## config.mk

```make
export PLATFORM = sky130hd
export DESIGN_NAME = fifo_drain_arbiter
export DESIGN_NICKNAME = d
export VERILOG_FILES = /design/src/rtl/fifo_drain_arbiter.sv
export SDC_FILE = /design/constraint.sdc
export NUM_CORES = 1
export LEC_CHECK = 0
export BUFFER_PORTS_ARGS = -buffer_cell sky130_fd_sc_hd__buf_2
export CORE_ASPECT_RATIO = 1.4
export CORE_MARGIN = 10
export CORE_UTILIZATION = 26
export DETAILED_ROUTE_END_ITERATION = 7
export PLACE_DENSITY_LB_ADDON = 0.05
export SKIP_CTS_REPAIR_TIMING = 1
export SYNTH_ARGS = -nofsm -noshare
export SYNTH_HDL_FRONTEND = slang
export SYNTH_SLANG_ARGS = --single-unit
```

## constraint.sdc

```tcl
create_clock -name clk -period 2.2 [get_ports clk]
set_input_delay 0.44 -clock clk [delete_from_list [all_inputs] [get_ports clk]]
set_output_delay 0.44 -clock clk [all_outputs]
set_load 0.02 [all_outputs]
```

## src/rtl/fifo_drain_arbiter.sv

```systemverilog
// Round-robin drain of CHANNELS registered-flag FIFOs into one valid/ready stream.
// Each grant takes up to BURST words. Each pop is followed by a settle cycle while the source flags catch up.
module fifo_drain_arbiter #(
  parameter int WIDTH    = 8,
  parameter int CHANNELS = 4,
  parameter int BURST    = 4
) (
  input  logic                          clk,
  input  logic                          rst_n,
  input  logic                          enable,
  input  logic [CHANNELS-1:0]           src_nempty,
  input  logic [CHANNELS*WIDTH-1:0]     src_data,
  output logic [CHANNELS-1:0]           src_pop,
  output logic                          out_valid,
  input  logic                          out_ready,
  output logic [WIDTH-1:0]              out_data,
  output logic [$clog2(CHANNELS)-1:0]   out_chan,
  output logic                          out_first,
  output logic                          busy
);
  localparam int CW = $clog2(CHANNELS);
  localparam int BW = $clog2(BURST + 1);

  typedef enum logic [1:0] {IDLE, POP, SETTLE, CONT} state_t;

  state_t                             state, state_nxt;
  logic [CHANNELS-1:0][WIDTH-1:0]     data_arr;
  logic [CW-1:0]                      last_grant, scan_g, sel;
  logic [BW-1:0]                      beats;
  logic                               scan_hit, slot_free, burst_done;
  logic                               cap_idle, cap_cont, capture;

  for (genvar i = 0; i < CHANNELS; i++) begin : g_unpack
    assign data_arr[i] = src_data[i*WIDTH +: WIDTH];
  end

  // Scan starts one past the previous grant; CW-bit addition wraps for power-of-two CHANNELS.
  always_comb begin
    scan_hit = 1'b0;
    scan_g   = '0;
    for (int i = 1; i <= CHANNELS; i++) begin
      if (!scan_hit && src_nempty[last_grant + CW'(i)]) begin
        scan_hit = 1'b1;
        scan_g   = last_grant + CW'(i);
      end
    end
  end

  assign slot_free  = !out_valid || out_ready;
  assign burst_done = (beats == BW'(BURST)) || !src_nempty[last_grant];
  assign cap_idle   = (state == IDLE) && enable && scan_hit && slot_free;
  assign cap_cont   = (state == CONT) && !burst_done && slot_free;
  assign capture    = cap_idle || cap_cont;
  assign sel        = cap_idle ? scan_g : last_grant;
  assign busy       = (state != IDLE);

  always_comb begin
    state_nxt = state;
    case (state)
      IDLE:    if (cap_idle) state_nxt = POP;
      POP:     state_nxt = SETTLE;
      SETTLE:  state_nxt = CONT;
      CONT:    if (burst_done) state_nxt = IDLE;
               else if (slot_free) state_nxt = POP;
      default: state_nxt = IDLE;
    endcase
  end

  always_ff @(posedge clk or negedge rst_n) begin
    if (!rst_n) state <= IDLE;
    else        state <= state_nxt;
  end

  always_ff @(posedge clk or negedge rst_n) begin
    if (!rst_n) begin
      src_pop    <= '0;
      out_valid  <= 1'b0;
      out_data   <= '0;
      out_chan   <= '0;
      out_first  <= 1'b0;
      beats      <= '0;
      last_grant <= CW'(CHANNELS - 1);
    end else begin
      src_pop <= '0;
      if (capture) begin
        src_pop[sel] <= 1'b1;
        out_valid    <= 1'b1;
        out_data     <= data_arr[sel];
        out_chan     <= sel;
        out_first    <= cap_idle;
        beats        <= cap_idle ? BW'(1) : beats + BW'(1);
        if (cap_idle) last_grant <= scan_g;
      end else if (out_valid && out_ready) begin
        out_valid <= 1'b0;
      end
    end
  end
endmodule
```

==> out/qor.yml, run 1 <==
die_w_um: 86.6
seqCellArea_um2: 578
core_area_um2: 5950
final_cells: 331
power.switching_uw: 1270
cts_tree: "yes"
placedCellCount: 327
p_int_uw: 1670
required_ns: 2.34
dieArea_um2: 9800
async_reset_ff_frac: 1.00
cap_violations: 0
gr-total-overflow: 0
power_density_nw_per_um2: 1310
routed_wl_um: 4920
leakagePower_uw: 0.00106
worst-path-buf-inv: 2
die_y_um: 113
cp-end-kind: "flip-flop"
drc: 0
finalHoldViolations: 0
finalCritPeriodShare: 0.951
fillers: 676
avgViaCountPerCell: 4.73
clock_latency_ns: 0.26
arrival_ns: 2.23
hold_class: "input pin to asynchronous set/reset pin"
fin_ws_ns: 0.108
cpPeakStageDelay_ns: 0.60
max_freq_mhz: 478
area.growth.synth_to_final_pct: 39.2
clk_pin_slew_ns: 0.08
hold_slack_ns: 0.144
path_max_fanout: 12
swShare: 0.431
ys.flop_type: "dfrtp_1"
rsz0062_at_grt: "no"
multi_input_area_um2: 986
drive_gt1_frac: 0.410
outcome: "completed"
path_cells: "buf_4, nand3b_1, o311a_1, o211a_4, xnor2_4, buf_12, mux2i_2, a211oi_2"
critPathSlowestCell: "dfstp_2"
maxSlewViolCount: 0
drt-initial-drc-count: 51
fin_util: 0.378
clk_path_buf_depth: 2
worst_path_dominant_cell_family: "flip-flops"
synth_seq_cells: 23
ys_types: 44
antenna_found_initial: 0
initial_core_util: 0.271
worstMarginPinSlew_ns: 0.534
cts_max_level: 1
io_pins: 57
portBuffers: 56
p_clk_frac: 0.088
synth.area.top_cells: "dfrtp_1 33%, nand2b_1 6.6%, mux2i_1 6.2%, a21oi_1 5.3%, nand2_1 4.9%"
routed-via-count: 1565
cp-start-kind: "flip-flop"
final_nets: 307
fin_total_pwr_uw: 2940
grt_pass1_vias: 1674
grt_pass1_wl_um: 7990
worstSetupPathType: "flip-flop to flip-flop"
clock-sinks: 23
grt.total_usage: 0.0991
dr.pass1.iters: 4
synthCells: 184
seqPwrFrac: 0.257
dp_hpwl_um: 4090
fp-row-count: 33
insertedDiodeCount: 0
min_period_ns: 2.09
fin_worst_skew_ns: 0.00803
ir_worst_vdd_v: 0.000511
place.gp.congestion: 0.781
syn_nets: 229
synth_area_leader_cell: "dfrtp_1"
synth.avg_cell_area_um2: 8.77
yosysWarningCount: 0
place_ws_ns: -0.00109
synth.cell_area_um2: 1610
wl_per_cell_um: 14.9
power_frac_comb: 0.655
antenna_left: 0
grt_max_degree: 24
setup_violations: 0
seq_area_frac_synth: 0.358
cts_root_buffer: "clkbuf_8"
synth-edff-count: 0
yosysTopAreaCellShare: 0.326
synth_common_cells: "21 x dfrtp_1, 21 x nand2_1, 20 x nor2_1"
cts_buffers: 3
relSlewSlack: 0.644
## placed cells by master (no fill, tap or decap), types with 2 or more instances in the layout
cell	instances
o211ai_1	2
buf_4	24
o21ai_2	2
nor2_1	20
nor3_1	7
nand2b_1	17
a211oi_1	5
nor2b_1	2
nand3_1	2
mux2i_1	8
clkbuf_8	3
dfrtp_1	21
and2_1	2
buf_2	56
ha_1	5
inv_1	7
a211oi_2	3
a21oi_1	17
a21boi_0	2
mux2i_2	2
o21a_1	2
nand2_1	21
dfstp_2	2
nor3_2	2
buf_12	3
## logic make-up (layout without fill, tap and decap cells)
family	Yosys count	after routing	synth area share
AO/OA/AOI/OAI	42	42	0.181
buffers and inverters	18	95	0.0620
flip-flops	23	23	0.358
multiplexers	12	12	0.0853
XOR/XNOR	3	3	0.0279
AND/OR/NAND/NOR	81	81	0.247
adder cells (fa/ha/maj)	5	5	0.0388
## per-stage QoR
stage                     area [µm²]    TNS, ns
after detailed placement        2150   -0.00109
after global routing            2250          0
final                           2250          0
after CTS                       2200    -0.0192
after floorplan                 1610          0
after global placement          2150  -0.000573
## worst reg2reg max path: stages (launching register included)
cell and delay, ns:
dfstp_2 0.60, buf_4 0.19, nand3b_1 0.09, o311a_1 0.15
o211a_4 0.29, xnor2_4 0.16, buf_12 0.17, mux2i_2 0.24
a211oi_2 0.09
## power by group through the flow
stage / Combinational [µW] / Sequential (µW) / Clock, µW
floorplan: 1100 / 898 / 0
global placement: 1910 / 765 / 0
detailed placement: 1900 / 764 / 0
CTS: 1900 / 759 / 274
global route: 2130 / 784 / 296
finish: 1930 / 755 / 260
## layout make-up
cell class | instances | share of cell area
timing repair buffer | 83 | 0.232
multi-input combinational | 143 | 0.439
clock buffer | 4 | 0.0200
sequential | 23 | 0.257
tap | 70 | 0.0390
inverter | 8 | 0.0134
## layer usage
| layer | share of wire | vias up | wire length [µm] | global-route usage |
|---|---|---|---|---|
| li1 | - | 794 | - | - |
| met1 | 0.41 | 712 | 2000 | 0.108 |
| met2 | 0.52 | 55 | 2560 | 0.180 |
| met3 | 0.065 | 4 | 319 | 0.0337 |
| met4 | 0.0075 | 0 | 37 | 0.0173 |
| met5 | 0 | - | 0 | 0 |
## registers in the layout, summed over array words and instances, names as in the netlist
signal and flops:
out_first 1, last_grant 2, out_chan 2, src_pop 4, out_valid 1, beats 3, out_data 8, state 2
## worst paths after layout
| path | from | to | slack [ns] | cells after the start |
|---|---|---|---|---|
| worst max-delay path | last_grant[0]$_DFFE_PN1P_ | out_data[4]$_DFFE_PN0P_ | 0.11 | 8 |
| worst min-delay path | rst_n | state[1]$_DFFE_PN0P_ | 0.14 | 1 |
| worst max register to register | last_grant[0]$_DFFE_PN1P_ | out_data[4]$_DFFE_PN0P_ | 0.11 | 8 |
| worst min register to register | out_chan[1]$_DFFE_PN0P_ | out_chan[1]$_DFFE_PN0P_ | 0.50 | 2 |
| max in group asynchronous | rst_n | last_grant[0]$_DFFE_PN1P_ | 1.69 | 1 |
| min in group clk | out_chan[1]$_DFFE_PN0P_ | out_chan[1]$_DFFE_PN0P_ | 0.50 | 2 |
Note: power is estimated with default switching activity, not from simulation.
==> run 2, diff against run 1 <==
--- a/config.mk
+++ b/config.mk
@@ -9,6 +9,7 @@
 export CORE_ASPECT_RATIO = 1.4
 export CORE_MARGIN = 10
 export CORE_UTILIZATION = 26
+export CTS_BUF_LIST = sky130_fd_sc_hd__clkbuf_2
 export DETAILED_ROUTE_END_ITERATION = 7
 export PLACE_DENSITY_LB_ADDON = 0.05
 export SKIP_CTS_REPAIR_TIMING = 1
==> run 2 against run 1 <==
Flip-flop and latch count stayed put. Count of clock-buffer cells in the layout is the same. Total power down 1.9%. Register-to-register slack about the same. Highest routed layer unchanged.
==> out/qor.yml, run 2 (synthesis gave the netlist of run 1 again) <==
outcome: "completed"
arrival_ns: 2.34  # +0.11 ns
die_w_um: 86.6  # unchanged
ir_worst_vdd_v: 0.000522  # +2.2%
cts_max_level: 1  # unchanged
finalHoldViolations: 0  # unchanged
worst-path-buf-inv: 1  # -1
power_density_nw_per_um2: 1290  # -1.7%
cts_buffers: 3  # unchanged
die_y_um: 113  # unchanged
portBuffers: 56  # unchanged
core_area_um2: 5950  # unchanged
reg_top3: "out_data: 8 flops, src_pop: 4 flops, beats: 3 flops"
path_cells: "mux4_1, nand3_2, o21ai_2, nor2b_2, buf_4, a211oi_1"
initial_core_util: 0.271  # unchanged
routed-via-count: 1555  # -0.64%
dr.pass1.iters: 4  # unchanged
grt_max_degree: 24  # unchanged
place_ws_ns: -0.00109  # unchanged
drt-initial-drc-count: 34  # -33%
cts_root_buffer: "clkbuf_2"
r2r_cells: 6  # -2
clk_path_buf_depth: 2  # unchanged
worstSetupPathType: "flip-flop to flip-flop"
cp-end-kind: "flip-flop"
fin_util: 0.377  # -0.000842
leakagePower_uw: 0.00106  # about the same
cp-start-kind: "flip-flop"
largest_register: "out_data"
fin_worst_skew_ns: 0.0215  # +0.0135 ns
fp-row-count: 33  # unchanged
final_common_cell: "buf_2"
cap_violations: 0  # unchanged
antenna_left: 0  # unchanged
finalCritPeriodShare: 0.949  # -0.00152
wl_per_cell_um: 14.8  # -0.44%
largest_register_ffs: 8  # unchanged
clock_latency_ns: 0.34  # +0.08 ns
rsz0062_at_grt: "no"
setup_violations: 0  # unchanged
final_cell_area_um2: 2240  # -0.22%
clk_pin_slew_ns: 0.23  # +0.15 ns
area.growth.synth_to_final_pct: 38.9
final_nets: 308  # +0.33%
relSlewSlack: 0.644  # about the same
max_freq_mhz: 479  # +0.16%
avgViaCountPerCell: 4.68  # -0.94%
cts_tree: "yes"
worst_path_dominant_cell_family: "flip-flops"
required_ns: 2.45  # +0.11 ns
dpl_cell_area_um2: 2150  # unchanged
path_max_fanout: 7  # -5
reg2reg_from: "last_grant[1]$_DFFE_PN1P_"
reg2reg_to: "out_data[0]$_DFFE_PN0P_"
layout_common_cells: "56 x buf_2, 24 x buf_4, 21 x nand2_1, 21 x dfrtp_1, 20 x nor2_1"
drive_gt1_frac: 0.424  # +0.0137
worstMarginPinSlew_ns: 0.534  # +0.000517 ns
dieArea_um2: 9800  # unchanged
fin_setup_tns_ns: 0  # unchanged
dp_hpwl_um: 4090  # unchanged
antenna_found_initial: 0  # unchanged
grt_pass1_vias: 1674  # unchanged
critPathSlowestCell: "dfstp_2"
grt.total_usage: 0.0990  # -0.000145
routed_wl_um: 4910  # -0.14%
r2r_setup_slack_ns: 0.11  # about the same
gr-total-overflow: 0  # unchanged
place.gp.congestion: 0.781  # unchanged
fillers: 670  # -0.89%
hold_class: "input pin to asynchronous set/reset pin"
fin_ws_ns: 0.111  # +0.00335 ns
insertedDiodeCount: 0  # unchanged
grt_pass1_wl_um: 7980  # about the same
clock-sinks: 23  # unchanged
io_pins: 57  # unchanged
min_period_ns: 2.09  # -0.00334 ns
maxSlewViolCount: 0  # unchanged
drc: 0  # unchanged
cpPeakStageDelay_ns: 0.63  # +0.03 ns
[run 2: changes by cell type in the layout (fill, tap and decap cells not counted), sizes merged]
cell	before	now
buf	83	84
[run 2: routing by layer]
layer / up-vias / GRT usage / wire (µm) / part of all wire
met2: 49 / 0.179 / 2570 / 0.52
li1: 793 / - / - / -
met3: 4 / 0.0337 / 314 / 0.064
met1: 709 / 0.109 / 1990 / 0.40
met4: 0 / 0.0173 / 37 / 0.0075
met5: - / 0 / 0 / 0
[run 2: worst register-to-register path, stage by stage (launching register included)]
cell and delay, ns:
dfstp_2 0.63, mux4_1 0.61, nand3_2 0.12, o21ai_2 0.08, nor2b_2 0.18, buf_4 0.17, a211oi_1 0.21
[run 2: area by class of cell]
class                   instances  area, µm²  share of cell area
flip-flops and latches         23        578               0.258
well taps                      70       87.6              0.0391
multi-input cells             143        995               0.444
inverters                       8       30.0              0.0134
repair buffers                 84        532               0.237
clock buffers                   4       20.0             0.00893
[run 2: metrics by stage]
stage	std cells	total power, µW	hold slack (ns)
after floorplan	184	2000	0.144
after global placement	327	2670	0.458
after detailed placement	327	2670	0.454
after CTS	331	2850	0.0210
after global routing	332	3150	0.0394
final	332	2890	0.0307
[run 2: how the worst max path moves through the flow]
stage	from	to	slack, ns	cells past startpoint
after floorplan	last_grant[1]$_DFFE_PN1P_	out_data[0]$_DFFE_PN0P_	0.11	9
after global placement	state[0]$_DFFE_PN0P_	out_data[7]$_DFFE_PN0P_	-0.0006	9
after detailed placement	src_nempty[1]	out_data[2]$_DFFE_PN0P_	-0.001	7
after CTS	state[0]$_DFFE_PN0P_	out_data[7]$_DFFE_PN0P_	-0.06	9
after global routing	last_grant[1]$_DFFE_PN1P_	out_data[3]$_DFFE_PN0P_	0.02	7
final	last_grant[1]$_DFFE_PN1P_	out_data[0]$_DFFE_PN0P_	0.11	6
[run 2: power breakdown]
part / leakage [µW] / internal [µW] / switching [µW]
combinational: 0.000777 / 929 / 1030
clock: 0.0000166 / 48.1 / 127
sequential: 0.000271 / 632 / 122
==> run 3, diff against run 2 <==
--- a/config.mk
+++ b/config.mk
@@ -12,7 +12,7 @@
 export CTS_BUF_LIST = sky130_fd_sc_hd__clkbuf_2
 export DETAILED_ROUTE_END_ITERATION = 7
 export PLACE_DENSITY_LB_ADDON = 0.05
-export SKIP_CTS_REPAIR_TIMING = 1
+export REMOVE_ABC_BUFFERS = 1
 export SYNTH_ARGS = -nofsm -noshare
 export SYNTH_HDL_FRONTEND = slang
 export SYNTH_SLANG_ARGS = --single-unit
==> run 3 against run 2 <==
Cell count grew 3.6%. Combinational power grew 15%. Fmax shrank 1.9%. Worst setup slack lost 0.041 ns. Worst hold slack gained 0.0087 ns. Count of clock-buffer cells in the layout shrank 1. Routed wire length grew 5.3%. First-iteration DRC count grew 74%. Sequential power is essentially flat. Design area grew 5.8%. Non-clock buffer count grew 10. Critical endpoint is now out_data[6]$_DFFE_PN0P_. Highest routed layer unchanged.
==> out/qor.yml, run 3 (synthesis gave the netlist of run 1 again) <==
place.gp.congestion: 0.732  # -6.3%
drt-initial-drc-count: 59  # +74%
initial_core_util: 0.271  # unchanged
routed-via-count: 1584  # +1.9%
power_density_nw_per_um2: 1340  # +4.3%
drive_gt1_frac: 0.456  # +0.0325
min_period_ns: 2.13  # +0.0409 ns
grt_max_degree: 36  # +50%
die_w_um: 86.6  # unchanged
drc: 0  # unchanged
final_common_cell: "buf_2"
hold_class: "input pin to asynchronous set/reset pin"
fp-row-count: 33  # unchanged
arrival_ns: 2.37  # +0.03 ns
cts_buffers: 3  # unchanged
largest_register: "out_data"
cts_root_buffer: "clkbuf_2"
rsz0062_at_grt: "yes"
reg_top3: "out_data: 8 flops, src_pop: 4 flops, beats: 3 flops"
largest_register_ffs: 8  # unchanged
max_freq_mhz: 470  # -1.9%
outcome: "completed"
cp-end-kind: "flip-flop"
r2r_setup_slack_ns: 0.07  # -0.04 ns
path_max_fanout: 5  # -2
grt.total_usage: 0.101  # +0.00203
grt_pass1_wl_um: 8110  # +1.6%
worstMarginPinSlew_ns: 0.552  # +0.0176 ns
dpl_cell_area_um2: 2110  # -1.7%
crit_start: "last_grant[0]$_DFFE_PN1P_"
reg2reg_from: "last_grant[0]$_DFFE_PN1P_"
clk_path_buf_depth: 2  # unchanged
area.growth.synth_to_final_pct: 47.0
clock-sinks: 23  # unchanged
antenna_left: 0  # unchanged
gr-total-overflow: 0  # unchanged
dp_hpwl_um: 3890  # -4.8%
worstSetupPathType: "flip-flop to flip-flop"
setup_violations: 0  # unchanged
grt_pass1_vias: 1719  # +2.7%
ir_worst_vdd_v: 0.000354  # -32%
clk_pin_slew_ns: 0.24  # about the same
cts_tree: "yes"
final_cell_area_um2: 2370  # +5.8%
fin_worst_skew_ns: 0.00673  # -0.0148 ns
final_nets: 320  # +3.9%
die_y_um: 113  # unchanged
routed_wl_um: 5170  # +5.3%
avgViaCountPerCell: 4.60  # -1.7%
insertedDiodeCount: 0  # unchanged
ctsHoldBuffers: 0
layout_common_cells: "56 x buf_2, 35 x buf_4, 21 x nand2_1, 21 x dfrtp_1, 20 x nor2_1"
dieArea_um2: 9800  # unchanged
leakagePower_uw: 0.00111  # +4.7%
wl_per_cell_um: 15.0  # +1.6%
maxSlewViolCount: 0  # unchanged
required_ns: 2.44  # about the same
cts_max_level: 1  # unchanged
clock_latency_ns: 0.34  # about the same
portBuffers: 56  # unchanged
cap_violations: 0  # unchanged
relSlewSlack: 0.632  # -0.0117
finalHoldViolations: 0  # unchanged
core_area_um2: 5950  # unchanged
io_pins: 57  # unchanged
cp-start-kind: "flip-flop"
antenna_found_initial: 0  # unchanged
finalCritPeriodShare: 0.968  # +0.0186
hold_slack_ns: 0.0394  # +0.00865 ns
dr.pass1.iters: 4  # unchanged
fillers: 625  # -6.7%
[run 3: cell types whose count changed in the layout (fill, tap and decap cells not counted), moves of 2 or more]
cell / before / now
buf_4: 24 / 35
o21ai_4: 0 / 2
buf_12: 3 / 1
mux2i_1: 8 / 6
[run 3: per-layer routing]
layer  up-vias  routed length [µm]  GRT usage
li1        822                   -          -
met1       725                1990      0.103
met2        35                2850      0.193
met3         2                 295     0.0251
met4         0                  44     0.0293
met5         -                   0          0
[run 3: final cells by class]
class	count	area [µm²]	share of cell area
clock buffer	3	15.0	0.00633
clock inverter	1	5.00	0.00211
inverter	8	30.0	0.0127
multi-input combinational	145	1070	0.451
sequential	23	578	0.244
tap	70	87.6	0.0369
timing repair buffer	94	586	0.247
[run 3: critical path: stages, from the launching register on]
cell	delay (ns)
dfstp_2	0.63
buf_6	0.13
mux2i_2	0.22
a22oi_2	0.09
buf_4	0.16
o211a_4	0.18
xnor2_4	0.16
buf_12	0.15
mux2i_2	0.22
a211oi_2	0.09
[run 3: per-stage QoR]
stage | power [µW] | setup slack (ns) | setup TNS (ns) | utilization | std cells
finish | 3190 | 0.0703 | 0 | 0.399 | 344
global route | 3440 | -0.00939 | -0.00939 | 0.399 | 344
CTS | 3050 | -0.0209 | -0.0896 | 0.380 | 340
detailed placement | 2630 | -0.244 | -2.52 | 0.356 | 327
global placement | 2630 | -0.238 | -2.62 | 0.356 | 327
floorplan | 1890 | -0.210 | -2.20 | - | 174
[run 3: final timing paths]
kind | end | cells past startpoint
max | out_data[6]$_DFFE_PN0P_ | 9
min in group clk | out_data[2]$_DFFE_PN0P_ | 3
min | out_chan[0]$_DFFE_PN0P_ | 1
min reg2reg | out_chan[1]$_DFFE_PN0P_ | 2
max in group asynchronous | last_grant[1]$_DFFE_PN1P_ | 1
max reg2reg | out_data[6]$_DFFE_PN0P_ | 9
[run 3: power breakdown]
| group | internal, µW | switching (µW) |
|---|---|---|
| sequential | 633 | 121 |
| clock | 41.3 | 139 |
| combinational | 1120 | 1130 |
[run 3: repair_timing]
action / CTS / global route
cloned: 2 / 0
endpoints found under the setup margin: 11 / 15
gates resized for setup: 7 / 16
buffers inserted: 7 / 5
pin swaps: 2 / 10
